### config.mk
export PLATFORM = sky130hd
export DESIGN_NAME = order_buffer
export DESIGN_NICKNAME = d
export VERILOG_FILES = /design/src/rtl/order_buffer_pkg.sv /design/src/rtl/order_buffer_mem.sv /design/src/rtl/order_buffer.sv
export SDC_FILE = /design/constraint.sdc
export NUM_CORES = 1
export LEC_CHECK = 0
export ABC_AREA = 1
export ABC_CLOCK_PERIOD_IN_PS = 2200
export BUFFER_PORTS_ARGS = -buffer_cell sky130_fd_sc_hd__buf_4
export CAP_MARGIN = 5
export CELL_PAD_IN_SITES_DETAIL_PLACEMENT = 0
export CELL_PAD_IN_SITES_GLOBAL_PLACEMENT = 1
export CORE_ASPECT_RATIO = 0.5
export CORE_MARGIN = 10
export CORE_UTILIZATION = 44
export DETAILED_ROUTE_END_ITERATION = 10
export PLACE_DENSITY_LB_ADDON = 0.1
export SLEW_MARGIN = 20
export SYNTH_ARGS = -nofsm -noshare
export SYNTH_HDL_FRONTEND = slang
export SYNTH_SLANG_ARGS = --single-unit
### constraint.sdc
create_clock -name clk -period 2.2 [get_ports clk]
set_input_delay 0.33 -clock clk [delete_from_list [all_inputs] [get_ports clk]]
set_output_delay 0.33 -clock clk [all_outputs]
set_load 0.02 [all_outputs]
### src/rtl/order_buffer_pkg.sv
// Shared constants for the order_buffer collect-then-drain stage.
package order_buffer_pkg;

  localparam logic [1:0] ST_IDLE  = 2'd0;
  localparam logic [1:0] ST_READ  = 2'd1;
  localparam logic [1:0] ST_WRITE = 2'd2;
  localparam logic [1:0] ST_DONE  = 2'd3;

  localparam logic MODE_FIFO = 1'b0;
  localparam logic MODE_LIFO = 1'b1;

  localparam logic [7:0] TERM_CHAR     = 8'h24;
  localparam logic [7:0] KEEP_MIN_CHAR = 8'h41;

endpackage

### src/rtl/order_buffer_mem.sv
// Item storage: register array, one synchronous write port, one asynchronous read port.
module order_buffer_mem #(
  parameter int unsigned DATA_W = 8,
  parameter int unsigned DEPTH  = 16
) (
  input  logic                     clk,
  input  logic                     we,
  input  logic [$clog2(DEPTH)-1:0] waddr,
  input  logic [DATA_W-1:0]        wdata,
  input  logic [$clog2(DEPTH)-1:0] raddr,
  output logic [DATA_W-1:0]        rdata
);

  logic [DATA_W-1:0] mem [DEPTH];

  // Contents are don't-care after reset, so no reset branch.
  always_ff @(posedge clk) begin
    if (we) mem[waddr] <= wdata;
  end

  assign rdata = mem[raddr];

endmodule

### src/rtl/order_buffer.sv
// Collect items up to a terminator, then replay them in FIFO or LIFO order
// with out_ready backpressure; circular-buffer storage.
module order_buffer
  import order_buffer_pkg::*;
#(
  parameter int unsigned       DATA_W   = 8,
  parameter int unsigned       DEPTH    = 16,
  parameter logic [DATA_W-1:0] TERM     = DATA_W'(TERM_CHAR),
  parameter logic [DATA_W-1:0] KEEP_MIN = DATA_W'(KEEP_MIN_CHAR)
) (
  input  logic                       clk,
  input  logic                       rst,
  input  logic                       ready,
  input  logic                       mode,
  input  logic [DATA_W-1:0]          in,
  input  logic                       out_ready,
  output logic [DATA_W-1:0]          out,
  output logic                       valid,
  output logic                       done,
  output logic                       overflow,
  output logic [$clog2(DEPTH+1)-1:0] count
);

  localparam int unsigned AW = $clog2(DEPTH);
  localparam int unsigned CW = $clog2(DEPTH+1);

  logic [1:0]        state;
  logic [1:0]        state_nxt;
  logic [AW-1:0]     wr_ptr;
  logic [AW-1:0]     rd_ptr;
  logic [AW-1:0]     raddr;
  logic              mode_q;
  logic              start;
  logic              wr_en;
  logic              drop_full;
  logic              pop;
  logic [DATA_W-1:0] rdata;

  // State register.
  always_ff @(posedge clk or negedge rst) begin
    if (!rst) state <= ST_IDLE;
    else      state <= state_nxt;
  end

  // Next-state and per-cycle control decode.
  always_comb begin
    state_nxt = state;
    start     = 1'b0;
    wr_en     = 1'b0;
    drop_full = 1'b0;
    pop       = 1'b0;
    case (state)
      ST_IDLE, ST_DONE: begin
        if (ready) begin
          start     = 1'b1;
          state_nxt = ST_READ;
        end
      end
      ST_READ: begin
        if (in == TERM) begin
          state_nxt = (count != '0) ? ST_WRITE : ST_DONE;
        end else if (in >= KEEP_MIN) begin
          if (count == CW'(DEPTH)) drop_full = 1'b1;
          else                     wr_en     = 1'b1;
        end
      end
      ST_WRITE: begin
        if (out_ready) begin
          pop = 1'b1;
          if (count == CW'(1)) state_nxt = ST_DONE;
        end
      end
      default: state_nxt = ST_IDLE;
    endcase
  end

  // Pointers, occupancy, overflow and latched mode.
  always_ff @(posedge clk or negedge rst) begin
    if (!rst) begin
      wr_ptr   <= '0;
      rd_ptr   <= '0;
      count    <= '0;
      overflow <= 1'b0;
      mode_q   <= MODE_FIFO;
    end else if (start) begin
      wr_ptr   <= '0;
      rd_ptr   <= '0;
      count    <= '0;
      overflow <= 1'b0;
      mode_q   <= mode;
    end else begin
      if (wr_en) begin
        wr_ptr <= wr_ptr + AW'(1);
        count  <= count + CW'(1);
      end
      if (drop_full) overflow <= 1'b1;
      if (pop) begin
        if (mode_q == MODE_LIFO) wr_ptr <= wr_ptr - AW'(1);
        else                     rd_ptr <= rd_ptr + AW'(1);
        count <= count - CW'(1);
      end
    end
  end

  // LIFO head is the most recently written slot.
  assign raddr = (mode_q == MODE_LIFO) ? (wr_ptr - AW'(1)) : rd_ptr;

  order_buffer_mem #(
    .DATA_W (DATA_W),
    .DEPTH  (DEPTH)
  ) u_mem (
    .clk   (clk),
    .we    (wr_en),
    .waddr (wr_ptr),
    .wdata (in),
    .raddr (raddr),
    .rdata (rdata)
  );

  assign valid = (state == ST_WRITE);
  assign done  = (state == ST_DONE);
  assign out   = valid ? rdata : '0;

endmodule

# [Word-level counts from Yosys, hierarchy flattened]
# Memories as Yosys holds them, arrays and structs flattened.
# Index checks and enable logic that the tools add are counted.
[word_totals] mem_bits_ro=0 ramBits=128 latch_bits=0 ff_bits=17 mem_count=1 wordCells=66
[memory_table] name="u_mem.mem" depth=16 width=8 read_ports=1 rd_ports_with_merged_regs=0 write_ports=1 line_no="order_buffer_mem.sv:14" source="logic [DATA_W-1:0] mem [DEPTH];"
[classes] add_sub_neg=5 mul=0 n_eq_ne=11 muxes=34 shifts=0 div=0 bitwise=0 magnitude_cmp=1 reduce_logical=8
[ops] operator="two-way mux 4 bit" count=8
[ops] operator="two-way mux 1 bit" count=17
[ops] operator="two-way mux 5 bit" count=3
[ops] operator="adder 4 x 1 -> 4 bit (second input constant)" count=2
[ops] operator="== test 8 x 6 -> 1 bit (second input constant)" count=1
[ops] operator=">= comparator 8 x 7 -> 1 bit (second input constant)" count=1
[ops] operator="two-way mux 2 bit" count=4
[ops] operator="two-way mux 8 bit" count=1
[ops] operator="inequality test 2 bit (second input constant)" count=3
[ops] operator="one-hot mux 2 bit (3 select lines)" count=1
[ops] operator="adder 5 x 1 -> 5 bit (second input constant)" count=1
[ops] operator="== test 5 x 1 -> 1 bit (second input constant)" count=1
[ops] operator="== test 5 bit (second input constant)" count=1
[ops] operator="nonzero test 5 bit" count=1
[ops] operator="subtractor 5 x 1 -> 5 bit (second input constant)" count=1
[ops] operator="== test 2 bit (second input constant)" count=2
[ops] operator="inequality test 2 x 1 -> 1 bit (second input constant)" count=2
[ops] operator="AND reduction 4 bit" count=1
[ops] operator="nonzero test 2 bit" count=2
[ops] operator="subtractor 4 x 1 -> 4 bit (second input constant)" count=1
[ops] operator="nonzero test 3 bit" count=1
[ops] operator="== test 2 x 1 -> 1 bit (second input constant)" count=1
[ops] operator="zero test 2 bit" count=1
[ops] operator="AND reduction 2 bit" count=1
[ops] operator="OR reduction 2 bit" count=1

# [Depth between registers and ports, before layout]
# Gate-level depths: netlist of the first run.
[logic_depth] ltp_word=9 ltp_mapped=12 ltp_nobuf=11

# [By module]
# From an unflattened synthesis of the first run, not the netlist that was laid out.
[unflattened] cells_unflattened=743 area_unflattened_um2=7025.5
[modules_own_cells] module="order_buffer_mem" seq_area_each_um2=3843.7 instances=1 cells_each=543 area_per_inst_um2=5606.6
[modules_own_cells] module="order_buffer" seq_area_each_um2=425.4 instances=1 cells_each=200 area_per_inst_um2=1418.9

# [Worst setup path before layout of the first run]
# OpenSTA, ideal clock, no wires.
[synth_timing] path_kind="register -> register" start="register count[0]" end="memory u_mem.mem[12][0] (enable)" setup_time_ns=0.383 required_time_ns=1.817 stages_incl_launch_ff=9 t_arrival_ns=1.974 synth_period_minus_slack_ns=2.358 slack_ns=-0.158 path_cell_list="dfrtp_1 inv_1 ha_1 nand2_1 inv_1 nand2_2 nand3_4 buf_2 nor3_1"
[synth_between] elab_chain_cells=7
[synth_rtl] item="start, declared" line_no="order_buffer.sv:21" source="output logic [$clog2(DEPTH+1)-1:0] count"
[synth_rtl] item="start signal, assigned" line_no="order_buffer.sv:94" source="count <= count + CW'(1);"
[synth_rtl] item="start signal, assigned" line_no="order_buffer.sv:100" source="count <= count - CW'(1);"
[synth_rtl] item="== test 5 bit" line_no="order_buffer.sv:63" source="if (count == CW'(DEPTH)) drop_full = 1'b1;"
[synth_rtl] item="two-way mux 1 bit" line_no="order_buffer.sv:63"
[synth_rtl] item="two-way mux 1 bit" line_no="order_buffer.sv:62" source="end else if (in >= KEEP_MIN) begin"
[synth_rtl] item="two-way mux 1 bit" line_no="order_buffer.sv:60" source="if (in == TERM) begin"
[synth_rtl] item="two-way mux 1 bit" line_no="order_buffer.sv:52" source="case (state)"
[synth_rtl] item="two-way mux 1 bit" line_no="order_buffer_mem.sv:18" source="if (we) mem[waddr] <= wdata;"
[synth_rtl] item="two-way mux 1 bit (not written as such)" line_no="order_buffer_mem.sv:18"
[synth_rtl] item="end, declared" line_no="order_buffer_mem.sv:14"
# Every way passes these cells.

# [Worst setup path after layout of the first run]
[layout_timing] start="register wr_ptr[0]" end="output out[1]"
[layout_between] elab_chain_cells=4
[layout_rtl] item="start, declared" line_no="order_buffer.sv:29" source="logic [AW-1:0] wr_ptr;"
[layout_rtl] item="start signal, assigned" line_no="order_buffer.sv:93" source="wr_ptr <= wr_ptr + AW'(1);"
[layout_rtl] item="start signal, assigned" line_no="order_buffer.sv:98" source="if (mode_q == MODE_LIFO) wr_ptr <= wr_ptr - AW'(1);"
[layout_rtl] item="subtractor 4 x 1 -> 4 bit" line_no="order_buffer.sv:106" source="assign raddr = (mode_q == MODE_LIFO) ? (wr_ptr - AW'(1)) : rd_ptr;"
[layout_rtl] item="two-way mux 4 bit" line_no="order_buffer.sv:106"
[layout_rtl] item="memory (16 x 8 bit)"
[layout_rtl] item="two-way mux 8 bit" line_no="order_buffer.sv:122" source="assign out = valid ? rdata : '0;"
[layout_rtl] item="end, declared" line_no="order_buffer.sv:17" source="output logic [DATA_W-1:0] out,"
# Every way passes these cells.

==> summary.md, run 1 <==
| Metric | Value |
|---|---|
| Status | `finished with violations` |
| Failing checks | `negative setup slack` |
| N_diodes | `0` |
| Crit. End Element | `output pin` |
| Largest family of logic cells by synthesized area | `simple AND/OR/NAND/NOR gates` |
| Final Hold Viols | `0` |
| Die Ht | `107 µm` |
| Mapped Cells | `643` |
| I/O pin count | `29` |
| Drt first pass iters | `5` |
| Detailed Place HPWL | `~12000 µm` |
| Routed WL | `18800 µm` |
| Commonest cells post-synth | `170 x nand2_1, 144 x nand3_1, 128 x edfxtp_1` |
| Post-synth top flop | `edfxtp_1` |
| Post-synthesis mux area share | `0%` |
| Max stage delay on crit path | `0.37 ns` |
| Part of the cycle the worst path needs | `117%` |
| Comb pwr share | `between 50% and 60%` |
| Final nets | `~760` |
| Switching share of power | `42.4%` |
| Fraction of registers with async set/reset | `11.7%` |
| CTS tree | `built` |
| Detailed-route via count | `4999` |
| Synth top area cells | `edfxtp_1 57%, nand3_1 11%, nand2_1 9.5%` |
| Syn_area_per_cell | `10.4 µm²` |
| Leak Pwr | `3.38 nW` |
| Cts bufs inserted | `17` |
| Clock power share | `21.4%` |
| Synth Area in Simple Gates | `25.6%` |
| YS warnings | `0` |
| Internal | `7.50 mW` |
| WL/cell | `between 15 and 20 µm` |
| GR Util All Layers | `18.4%` |
| Share of layout cells above drive strength 1 | `22.6%` |
| Clock sinks | `145` |
| Die width | `195 µm` |
| Storage cell area | `0.00427 mm²` |
| Synth Cell Area | `roughly 0.0067 mm²` |
| Peak supply drop | `0.680 mV` |
| Row count | `31` |
| Clk_lat worst skew | `0.43 ns` |
| Switch Pwr | `5.53 mW` |
| Antenna viol nets, final | `0` |
| Multi-input combinational cell area | `around 0.0022 mm²` |
| Count leader, synth | `nand2_1` |
| Synth Area in Compound Gates | `between 2 and 2.5%` |
| Post-synth EDFFs | `128` |
| Arr. time, crit path | `2.23 ns` |
| Die area | `0.0209 mm²` |
| Final min period | `2.56 ns` |
| Power per cell area | `about 1600 mW/mm²` |
| RSZ-0062 raised after global routing | `yes` |
| Syn_nets | `669` |
| Avg Vias per Cell | `between 5 and 6` |
| Area leader, netlist | `edfxtp_1` |
| CTS clk-pin slew, worst paths | `0.07 ns` |
| Share of the synthesized area in the top cell type | `57.3%` |
| Worst Tran Pin Value | `0.351 ns` |
| DRC Markers | `0` |
| Vias in the first global route | `4982` |
| Most frequent CP cell | `nand3_1` |
| Crit path max fanout | `16` |
| #FFs+latches synth | `145` |
| WP data required | `between 1.5 and 2 ns` |
| First-pass GRT wire length | `just under 30000 µm` |
| WHS | `slightly below 0.1 ns` |
| Core area | `0.0147 mm²` |
| Slowest-stage cell, CP | `dfrtp_1` |
| CTS max path bufs | `2` |
| CP Class | `flip-flop to output pin` |
| # Max-Cap Violations | `0` |
| Worst min path class | `input pin to flip-flop` |
| Reg2Reg Depth | `9` |
| # setup viols final | `8` |
| Initial Utilization | `a little under half` |
| Slew Viols, Final | `0` |
| Total congestion overflow | `0` |
| Worst setup margin | `-0.364 ns` |
| Post-synthesis sequential area ratio | `63.6%` |
| Adder-cell share of the synthesized area | `2.42%` |
| Fillers | `1311` |
| Peak Freq | `390 MHz` |
| Worst path cell trace | `inv_2, ha_4, nand2_2, o21ai_4, inv_4, buf_12, nand3_1, nand3_1, nand3_1, nand2_1, nor2_1, buf_4` |
| Initial antenna violation count | `0` |
| Area grow syn2layout | `24.7%` |
| Slew margin rel. | `76.6%` |
| XOR/XNOR Fraction of Synth Area | `0.783%` |
| Largest net degree at the start of global routing | `33` |
| Clk root buf | `clkbuf_16` |
| Htree depth | `4` |
| Post-synth cell types | `28` |
| Fin util | `56.9%` |
| Hold path cells | `3` |
| GPL Wtd Cong | `0.800` |
| Setup WS pre-CTS | `-0.0497 ns` |
| CP startpoint kind | `flip-flop` |
| IO Port Bufs | `28` |
| Initial DRC count | `about 420` |
| Clock skew | `0.0127 ns` |
| Reg power frac | `26.4%` |
[power by group through the flow]
| stage | logic (mW) | clock network [mW] | registers (mW) |
|---|---|---|---|
| 3_5_place_dp | 6.19 | 0 | 3.48 |
| 6_report | 6.80 | 2.79 | 3.44 |
| 2_1_floorplan | 3.83 | 0 | 3.48 |
| 5_1_grt | 7.51 | 2.96 | 3.47 |
| 4_1_cts | 6.73 | 2.82 | 3.43 |
| 3_3_place_gp | 6.19 | 0 | 3.48 |
[per-layer routing]
layer  track usage [%]  wire, µm  vias to the layer above
met2              28.4      8420                      151
met4              5.95       252                        0
li1                  -         -                     2404
met3              4.20      1200                       25
met1              25.2      8930                     2419
met5                 0         0                        -
[repair_timing]
action,in CTS,in global routing
setup buffers,3,1
hold buffers,1,0
cloned,2,0
pin swaps,7,2
resized for setup,28,7
setup endpoints to repair,8,10
hold endpoints to repair,17,0
[cell type report]
class / instances / area share, %
Clock buffer: 17 / 5.08
Clock inverter: 14 / 1.61
Inverter: 35 / 1.69
Multi-Input combinational cell: 432 / 26.2
Sequential cell: 145 / 51.0
Tap cell: 198 / 2.96
Timing Repair Buffer: 100 / 11.4
[sequential cells by signal, indices dropped and copies added (netlist names)]
name	flops
state	2
count	5
rd_ptr	4
u_mem.mem	128
overflow	1
mode_q	1
wr_ptr	4
[worst max-delay path, delay by kind of cell, from the launching register on]
family	cells	cell delay, ns
compound gates	1	0.11
fa+ha+maj	1	0.28
buf+inv	4	0.50
flops	1	0.37
simple gates	6	0.53
[placed cells by master, fill, tap and decap left out, types with 2 or more instances in the layout]
cell type,instances
nand4_1,5
inv_2,4
inv_6,5
buf_12,11
nand3_1,139
inv_8,6
nor2_1,31
inv_1,28
clkbuf_16,17
xnor2_1,2
a21oi_1,8
dfrtp_1,16
ha_4,2
clkinv_4,2
nor3_1,13
o21ai_0,15
nand2_4,5
buf_4,81
o21ai_1,2
nand2_2,6
ha_1,11
nand2_1,168
nor2_2,8
edfxtp_1,128
nand3_2,5
inv_4,2
buf_6,4
clkinvlp_4,2
xor2_1,4
[worst paths after layout]
kind                                 startpoint                   endpoint  slack, ns
setup / recovery            wr_ptr[0]$_DFF_PN0_                     out[1]      -0.36
hold / removal                             mode         mode_q$_DFFE_PN0P_        0.1
setup reg to reg           count[1]$_DFFE_PN0P_  u_mem.mem[2][5]$_DFFE_PP_       0.18
hold reg to reg            overflow$_DFFE_PN0P_       overflow$_DFFE_PN0P_       0.52
max in group asynchronous                   rst         mode_q$_DFFE_PN0P_       1.68
min in group asynchronous                   rst       count[3]$_DFFE_PN0P_       0.30
[per-stage QoR]
stage	instance area (µm²)	setup TNS (ns)	total power [mW]	instances
2_1_floorplan	6710	-12.61	7.32	643
6_report	8370	-2.75	13.0	941
4_1_cts	8330	-2.51	13.0	940
3_3_place_gp	7580	-0.214	9.67	903
3_5_place_dp	7580	-0.209	9.67	903
5_1_grt	8370	-3.70	13.9	941
[cell families after synthesis]
kind of cell / Yosys count
simple gates: 384
flops: 145
buf+inv: 66
compound gates: 29
fa+ha+maj: 13
xor+xnor: 6
(Power assumes the default switching activity.)
==> inputs of run 2 (changes only) <==
--- a/config.mk
+++ b/config.mk
@@ -13,10 +13,11 @@
 export CELL_PAD_IN_SITES_GLOBAL_PLACEMENT = 1
 export CORE_ASPECT_RATIO = 0.5
 export CORE_MARGIN = 10
-export CORE_UTILIZATION = 44
+export CORE_UTILIZATION = 25
 export DETAILED_ROUTE_END_ITERATION = 10
 export PLACE_DENSITY_LB_ADDON = 0.1
 export SLEW_MARGIN = 20
 export SYNTH_ARGS = -nofsm -noshare
 export SYNTH_HDL_FRONTEND = slang
+export SYNTH_HIERARCHICAL = 1
 export SYNTH_SLANG_ARGS = --single-unit
==> summary.md, run 2 <==
| Metric | Value |
|---|---|
| Clock power share | `19.8%` |
| Area leader, netlist | `edfxtp_1` |
| Avg Vias per Cell | `4.24` |
| First-pass GRT wire length | `34200 µm` |
| Max stage delay on crit path | `0.36 ns` |
| Most frequent CP cell | `nand2_2` |
| Most flop-heavy register | `u_mem/mem` |
| Die Ht | `around 140 µm` |
| N_diodes | `0` |
| Detailed Place HPWL | `14800 µm` |
| Worst path bufs/invs | `7` |
| Post-route cell area | `0.00950 mm²` |
| Most frequent cells in the layout | `201 x nand2_1, 129 x inv_1, 128 x edfxtp_1, 74 x buf_4, 57 x nand3_2` |
| Worst setup margin | `-0.429 ns` |
| Setup WS pre-CTS | `-0.226 ns` |
| Clock sinks | `145` |
| #FFs+latches synth | `145` |
| Dpl cell area | `0.00810 mm²` |
| WL/cell | `18.4 µm` |
| Power per cell area | `1550 mW/mm²` |
| Synth Cell Area | `0.00703 mm²` |
| Detailed-route via count | `5258` |
| Post-synth top flop | `edfxtp_1` |
| Routed WL | `22800 µm` |
| Antenna viol nets, final | `0` |
| Syn_nets | `766` |
| WP data required | `1.87 ns` |
| Die area | `0.0356 mm²` |
| Initial DRC count | `between 300 and 400` |
| Initial antenna violation count | `0` |
| Worst path cell trace | `inv_2, buf_6, o21ai_4, buf_12, inv_12, bufbuf_16, nand2_2, nand2_1, nand2_2, nand3_2, nand3_2, nand2_1, nand2_2, inv_2, buf_6` |
| CP Class | `flip-flop to output pin` |
| Share of the synthesized area in the top cell type | `around 55%` |
| Switching share of power | `about two fifths` |
| Share of layout cells above drive strength 1 | `about 28%` |
| Biggest regs | `u_mem/mem x128, count x5` |
| CTS clk-pin slew, worst paths | `approximately 0.06 ns` |
| Comb pwr share | `between 50 and 60%` |
| Worst min path class | `input pin to flip-flop` |
| GPL Wtd Cong | `0.764` |
| Peak Freq | `380 MHz` |
| Internal | `8.64 mW` |
| GR Util All Layers | `13.0%` |
| Most common cell after layout, fill and taps aside | `nand2_1` |
| CTS max path bufs | `2` |
| Area grow syn2layout | `35.3%` |
| Mapped Cells | `approximately 740` |
| Max FFs per register | `128` |
| Crit. End Element | `output pin` |
| Syn_area_per_cell | `9.46 µm²` |
| Clk root buf | `clkbuf_16` |
| Peak supply drop | `0.634 mV` |
| Clock skew | `between 0.007 and 0.008 ns` |
| RSZ-0062 raised after global routing | `yes` |
| Multi-input combinational cell area | `0.00240 mm²` |
| Total congestion overflow | `0` |
| Post-synth EDFFs | `128` |
| Part of the cycle the worst path needs | `120%` |
| Final nets | `869` |
| Synth top area cells | `edfxtp_1 55%, nand2_1 12%, nand3_1 7.6%` |
| Status | `finished with violations` |
| Vias in the first global route | `5342` |
| Leak Pwr | `4.22 nW` |
| # setup viols final | `8` |
| Switch Pwr | `~6.1 mW` |
| Fillers | `between 2k and 3k` |
| CTS tree | `built` |
| Post-synthesis sequential area ratio | `60.8%` |
| Power Total | `approximately 15 mW` |
| Placed Instances | `1192` |
| # Max-Cap Violations | `0` |
| Slowest-stage cell, CP | `dfrtp_1` |
| Crit path max fanout | `7` |
| Slew margin rel. | `71.8%` |
| Reg power frac | `23.3%` |
| YS warnings | `6` |
| CP startpoint kind | `flip-flop` |
| Core area | `0.0277 mm²` |
| IO Port Bufs | `28` |
| Initial Utilization | `25.4%` |
| Storage cell area | `0.00427 mm²` |
| Htree depth | `4` |
| Count leader, synth | `nand2_1` |
| Post-synth cell types | `32` |
| DRC Markers | `0` |
| Worst Tran Pin Value | `0.424 ns` |
| Commonest cells post-synth | `224 x nand2_1, 137 x inv_1, 128 x edfxtp_1` |
| Failing checks | `negative setup slack` |
| Final min period | `2.63 ns` |
| Arr. time, crit path | `between 2 and 2.5 ns` |
| Crit-path leading delay family | `buffers and inverters` |
| Row count | `43` |
| Finished Layout Cells | `1241` |
| I/O pin count | `29` |
| Slew Viols, Final | `0` |
| Cts bufs inserted | `17` |
| Clk_lat worst skew | `0.44 ns` |
| Fraction of registers with async set/reset | `11.7%` |
| Die width | `257 µm` |
| Largest net degree at the start of global routing | `28` |
| Final Hold Viols | `0` |
| Drt first pass iters | `4` |
==> run 2: metrics by stage <==
stage | util [%] | TNS [ns] | hold slack, ns
global placement | 29.2 | -1.23 | 0.227
CTS | 33.1 | -3.83 | 0.0678
global route | 34.3 | -4.16 | 0.117
detailed placement | 29.2 | -1.56 | 0.228
finish | 34.3 | -3.24 | 0.0866
floorplan | - | 0 | 0.0344
==> run 2: worst paths after layout <==
path | from | to | slack, ns | cells past startpoint
max | mode_q$_DFFE_PN0P_ | out[7] | -0.43 | 15
min in group asynchronous | rst | count[3]$_DFFE_PN0P_ | 0.30 | 2
min | mode | mode_q$_DFFE_PN0P_ | 0.09 | 3
max reg2reg | count[1]$_DFFE_PN0P_ | u_mem/mem[6][2]$_DFFE_PP_ | 0.27 | 8
min reg2reg | rd_ptr[2]$_DFFE_PN0P_ | rd_ptr[2]$_DFFE_PN0P_ | 0.52 | 1
max in group asynchronous | rst | wr_ptr[3]$_DFF_PN0_ | 1.68 | 2
==> run 2: final cells by class <==
class                   count  area share (%)
repair buffers            113            12.9
multi-input cells         429            25.3
clock buffers              20            4.60
flip-flops and latches    145            44.9
well taps                 382            5.03
inverters                 140            5.77
clock inverters            12            1.49
==> run 2: worst register-to-register path: cells and delay by family (launching register included) <==
kind	cells	cell delay (ns)
adders and majority gates	1	0.23
buffers and inverters	3	0.44
DFF	1	0.34
and+or+nand+nor	4	0.61
==> run 2: timing repair <==
| action | CTS | global route |
|---|---|---|
| hold buffers | 1 | 0 |
| endpoints found under the setup margin | 8 | 8 |
| cloned | 5 | 3 |
| buffers inserted | 7 | 2 |
| pin swaps | 15 | 24 |
| hold endpoints to repair | 17 | 0 |
| gates resized for setup | 67 | 71 |
==> run 2: kinds of logic after synthesis <==
group / Yosys count / synth area share, %
and+or+nand+nor: 377 / 23.4
DFF: 145 / 60.8
adders and majority gates: 10 / 1.78
xor gates and xnor gates: 7 / 0.873
AOI/OAI and AO/OA: 35 / 2.81
buffers and inverters: 169 / 10.4
==> run 2: routing by layer <==
layer	GRT usage, %	up-vias	part of all wire, %
met1	17.1	2565	47
met3	3.34	14	4.5
met5	0	-	0
met4	3.25	0	1.1
li1	-	2604	-
met2	20.7	75	47
==> run 2: power by group through the flow <==
stage / Combinational [mW] / Clock, mW / Sequential [mW]
4_1_cts: 7.64 / 3.00 / 3.44
5_1_grt: 9.16 / 3.13 / 3.47
2_1_floorplan: 3.64 / 0 / 3.54
6_report: 8.41 / 2.92 / 3.44
3_5_place_dp: 6.18 / 0 / 3.49
3_3_place_gp: 6.25 / 0 / 3.49
==> inputs of run 3 (changes only) <==
--- a/config.mk
+++ b/config.mk
@@ -6,7 +6,7 @@
 export NUM_CORES = 1
 export LEC_CHECK = 0
 export ABC_AREA = 1
-export ABC_CLOCK_PERIOD_IN_PS = 2200
+export ABC_CLOCK_PERIOD_IN_PS = 2300
 export BUFFER_PORTS_ARGS = -buffer_cell sky130_fd_sc_hd__buf_4
 export CAP_MARGIN = 5
 export CELL_PAD_IN_SITES_DETAIL_PLACEMENT = 0
@@ -14,6 +14,7 @@
 export CORE_ASPECT_RATIO = 0.5
 export CORE_MARGIN = 10
 export CORE_UTILIZATION = 25
+export CTS_BUF_LIST = sky130_fd_sc_hd__clkbuf_4
 export DETAILED_ROUTE_END_ITERATION = 10
 export PLACE_DENSITY_LB_ADDON = 0.1
 export SLEW_MARGIN = 20
==> constraint.sdc (replaced) <==
create_clock -name clk -period 2.3 [get_ports clk]
set_input_delay 0.345 -clock clk [delete_from_list [all_inputs] [get_ports clk]]
set_output_delay 0.345 -clock clk [all_outputs]
set_load 0.02 [all_outputs]
==> summary.md, run 3 (synthesis results as in run 2) <==
| Metric | Value |
|---|---|
| Status | `finished with violations` |
| Failing checks | `negative setup slack` |
| Initial antenna violation count | `1` |
| Routed WL | `22600 µm` |
| Fin util | `33.6%` |
| Part of the cycle the worst path needs | `123%` |
| Post-route cell area | `around 0.0093 mm²` |
| CTS clk-pin slew, worst paths | `0.13 ns` |
| Initial DRC count | `304` |
| I/O pin count | `29` |
| Worst Tran Pin Value | `around 0.39 ns` |
| Drt first pass iters | `4` |
| Crit-path leading delay family | `buffers and inverters` |
| Slew Viols, Final | `0` |
| Clock skew | `0.0155 ns` |
| IO Port Bufs | `28` |
| Vias in the first global route | `5205` |
| Worst min path class | `input pin to flip-flop` |
| Avg Vias per Cell | `4.19` |
| Core area | `0.0277 mm²` |
| Max stage delay on crit path | `0.41 ns` |
| Most frequent CP cell | `nand3_1` |
| Worst path cell trace | `inv_2, ha_4, o21ai_4, buf_12, clkbuf_16, nand3_1, nand3_1, nand3_1, nand2_1, nand2_1, inv_1, buf_6` |
| Die width | `257 µm` |
| Biggest regs | `u_mem/mem x128, count x5` |
| Clk root buf | `clkbuf_4` |
| Most flop-heavy register | `u_mem/mem` |
| GPL Wtd Cong | `0.799` |
| First-pass GRT wire length | `33700 µm` |
| Most frequent cells in the layout | `217 x nand2_1, 131 x inv_1, 128 x edfxtp_1, 78 x buf_4, 50 x nand3_2` |
| Total congestion overflow | `0` |
| RSZ-0062 raised after global routing | `yes` |
| Cts bufs inserted | `17` |
| Setup WS pre-CTS | `-0.116 ns` |
| DRC Markers | `0` |
| Detailed-route via count | `just over 5k` |
| Antenna viol nets, final | `0` |
| Row count | `between 40 and 50` |
| Max FFs per register | `around 130` |
| Arr. time, crit path | `2.49 ns` |
| Area grow syn2layout | `32.6%` |
| WL/cell | `18.2 µm` |
| Dpl cell area | `~0.0081 mm²` |
| Clk_lat worst skew | `0.60 ns` |
| Share of layout cells above drive strength 1 | `between 20% and 30%` |
| CP startpoint kind | `flip-flop` |
| Power per cell area | `1420 mW/mm²` |
| Crit path max fanout | `10` |
| Peak Freq | `~350 MHz` |
| CTS max path bufs | `2` |
| Worst path bufs/invs | `5` |
| GR Util All Layers | `12.9%` |
| Worst setup margin | `-0.533 ns` |
| Clock sinks | `~150` |
| # setup viols final | `8` |
| WP data required | `between 1.5 and 2 ns` |
| # Max-Cap Violations | `0` |
| Fillers | `roughly 2.9k` |
| Most common cell after layout, fill and taps aside | `nand2_1` |
| Slew margin rel. | `73.9%` |
| Reg2reg setup slack | `approximately 0.19 ns` |
| Final min period | `2.83 ns` |
| Final Hold Viols | `0` |
| WHS | `0.111 ns` |
| Die Ht | `139 µm` |
| Initial Utilization | `25.4%` |
| Htree depth | `4` |
| CP Class | `flip-flop to output pin` |
| Peak supply drop | `0.581 mV` |
| Detailed Place HPWL | `15100 µm` |
| Final nets | `866` |
| Crit. End Element | `output pin` |
| Die area | `0.0356 mm²` |
| Largest net degree at the start of global routing | `25` |
| Leak Pwr | `4.10 nW` |
| CTS tree | `built` |
| Slowest-stage cell, CP | `dfrtp_1` |
[run 3: worst paths after layout]
path | from | endpoint | cells after the start
max reg2reg | count[1]$_DFFE_PN0P_ | u_mem/mem[6][3]$_DFFE_PP_ | 8
max | wr_ptr[1]$_DFF_PN0_ | out[1] | 12
min | in[7] | u_mem/mem[12][7]$_DFFE_PP_ | 1
min reg2reg | overflow$_DFFE_PN0P_ | overflow$_DFFE_PN0P_ | 2
max in group asynchronous | rst | rd_ptr[2]$_DFFE_PN0P_ | 2
min in group asynchronous | rst | state[0]$_DFFE_PN0P_ | 2
[run 3: power breakdown]
| part | switching [mW] | internal [mW] |
|---|---|---|
| logic | 4.81 | 3.33 |
| clock network | 1.02 | 0.742 |
| registers | 0.140 | 3.15 |
| total | 5.97 | 7.22 |
[run 3: layout make-up]
class	count	area (µm²)	area share, %
diodes	1	2.50	0.0269
clock buffers	17	128	1.37
clock inverters	15	168	1.80
inverters	140	552	5.92
multi-input cells	429	2600	27.9
flip-flops and latches	145	4270	45.8
well taps	382	478	5.13
repair buffers	110	1120	12.0
[run 3: per-stage QoR]
step / std cells / total power [mW] / TNS, ns
final: 1239 / 13.2 / -4.07
after CTS: 1233 / 12.5 / -4.44
after global placement: 1193 / 9.39 / -0.830
after global routing: 1239 / 14.2 / -5.42
after floorplan: 743 / 6.88 / 0
after detailed placement: 1193 / 9.32 / -0.750
[run 3: timing repair]
| action | CTS | global route |
|---|---|---|
| setup buffers | 6 | 1 |
| gates resized for setup | 100 | 45 |
| endpoints found under the setup margin | 8 | 16 |
| gates cloned | 2 | 4 |
| endpoints found under the hold margin | 18 | 0 |
| pin swaps | 11 | 14 |
| hold buffers | 2 | 0 |
[run 3: metal layers]
layer	wire, µm	share of wire [%]	track usage, %
met5	0	0	0
met4	499	2.2	4.52
met3	733	3.3	2.72
met1	11300	50	17.5
met2	10100	45	19.8
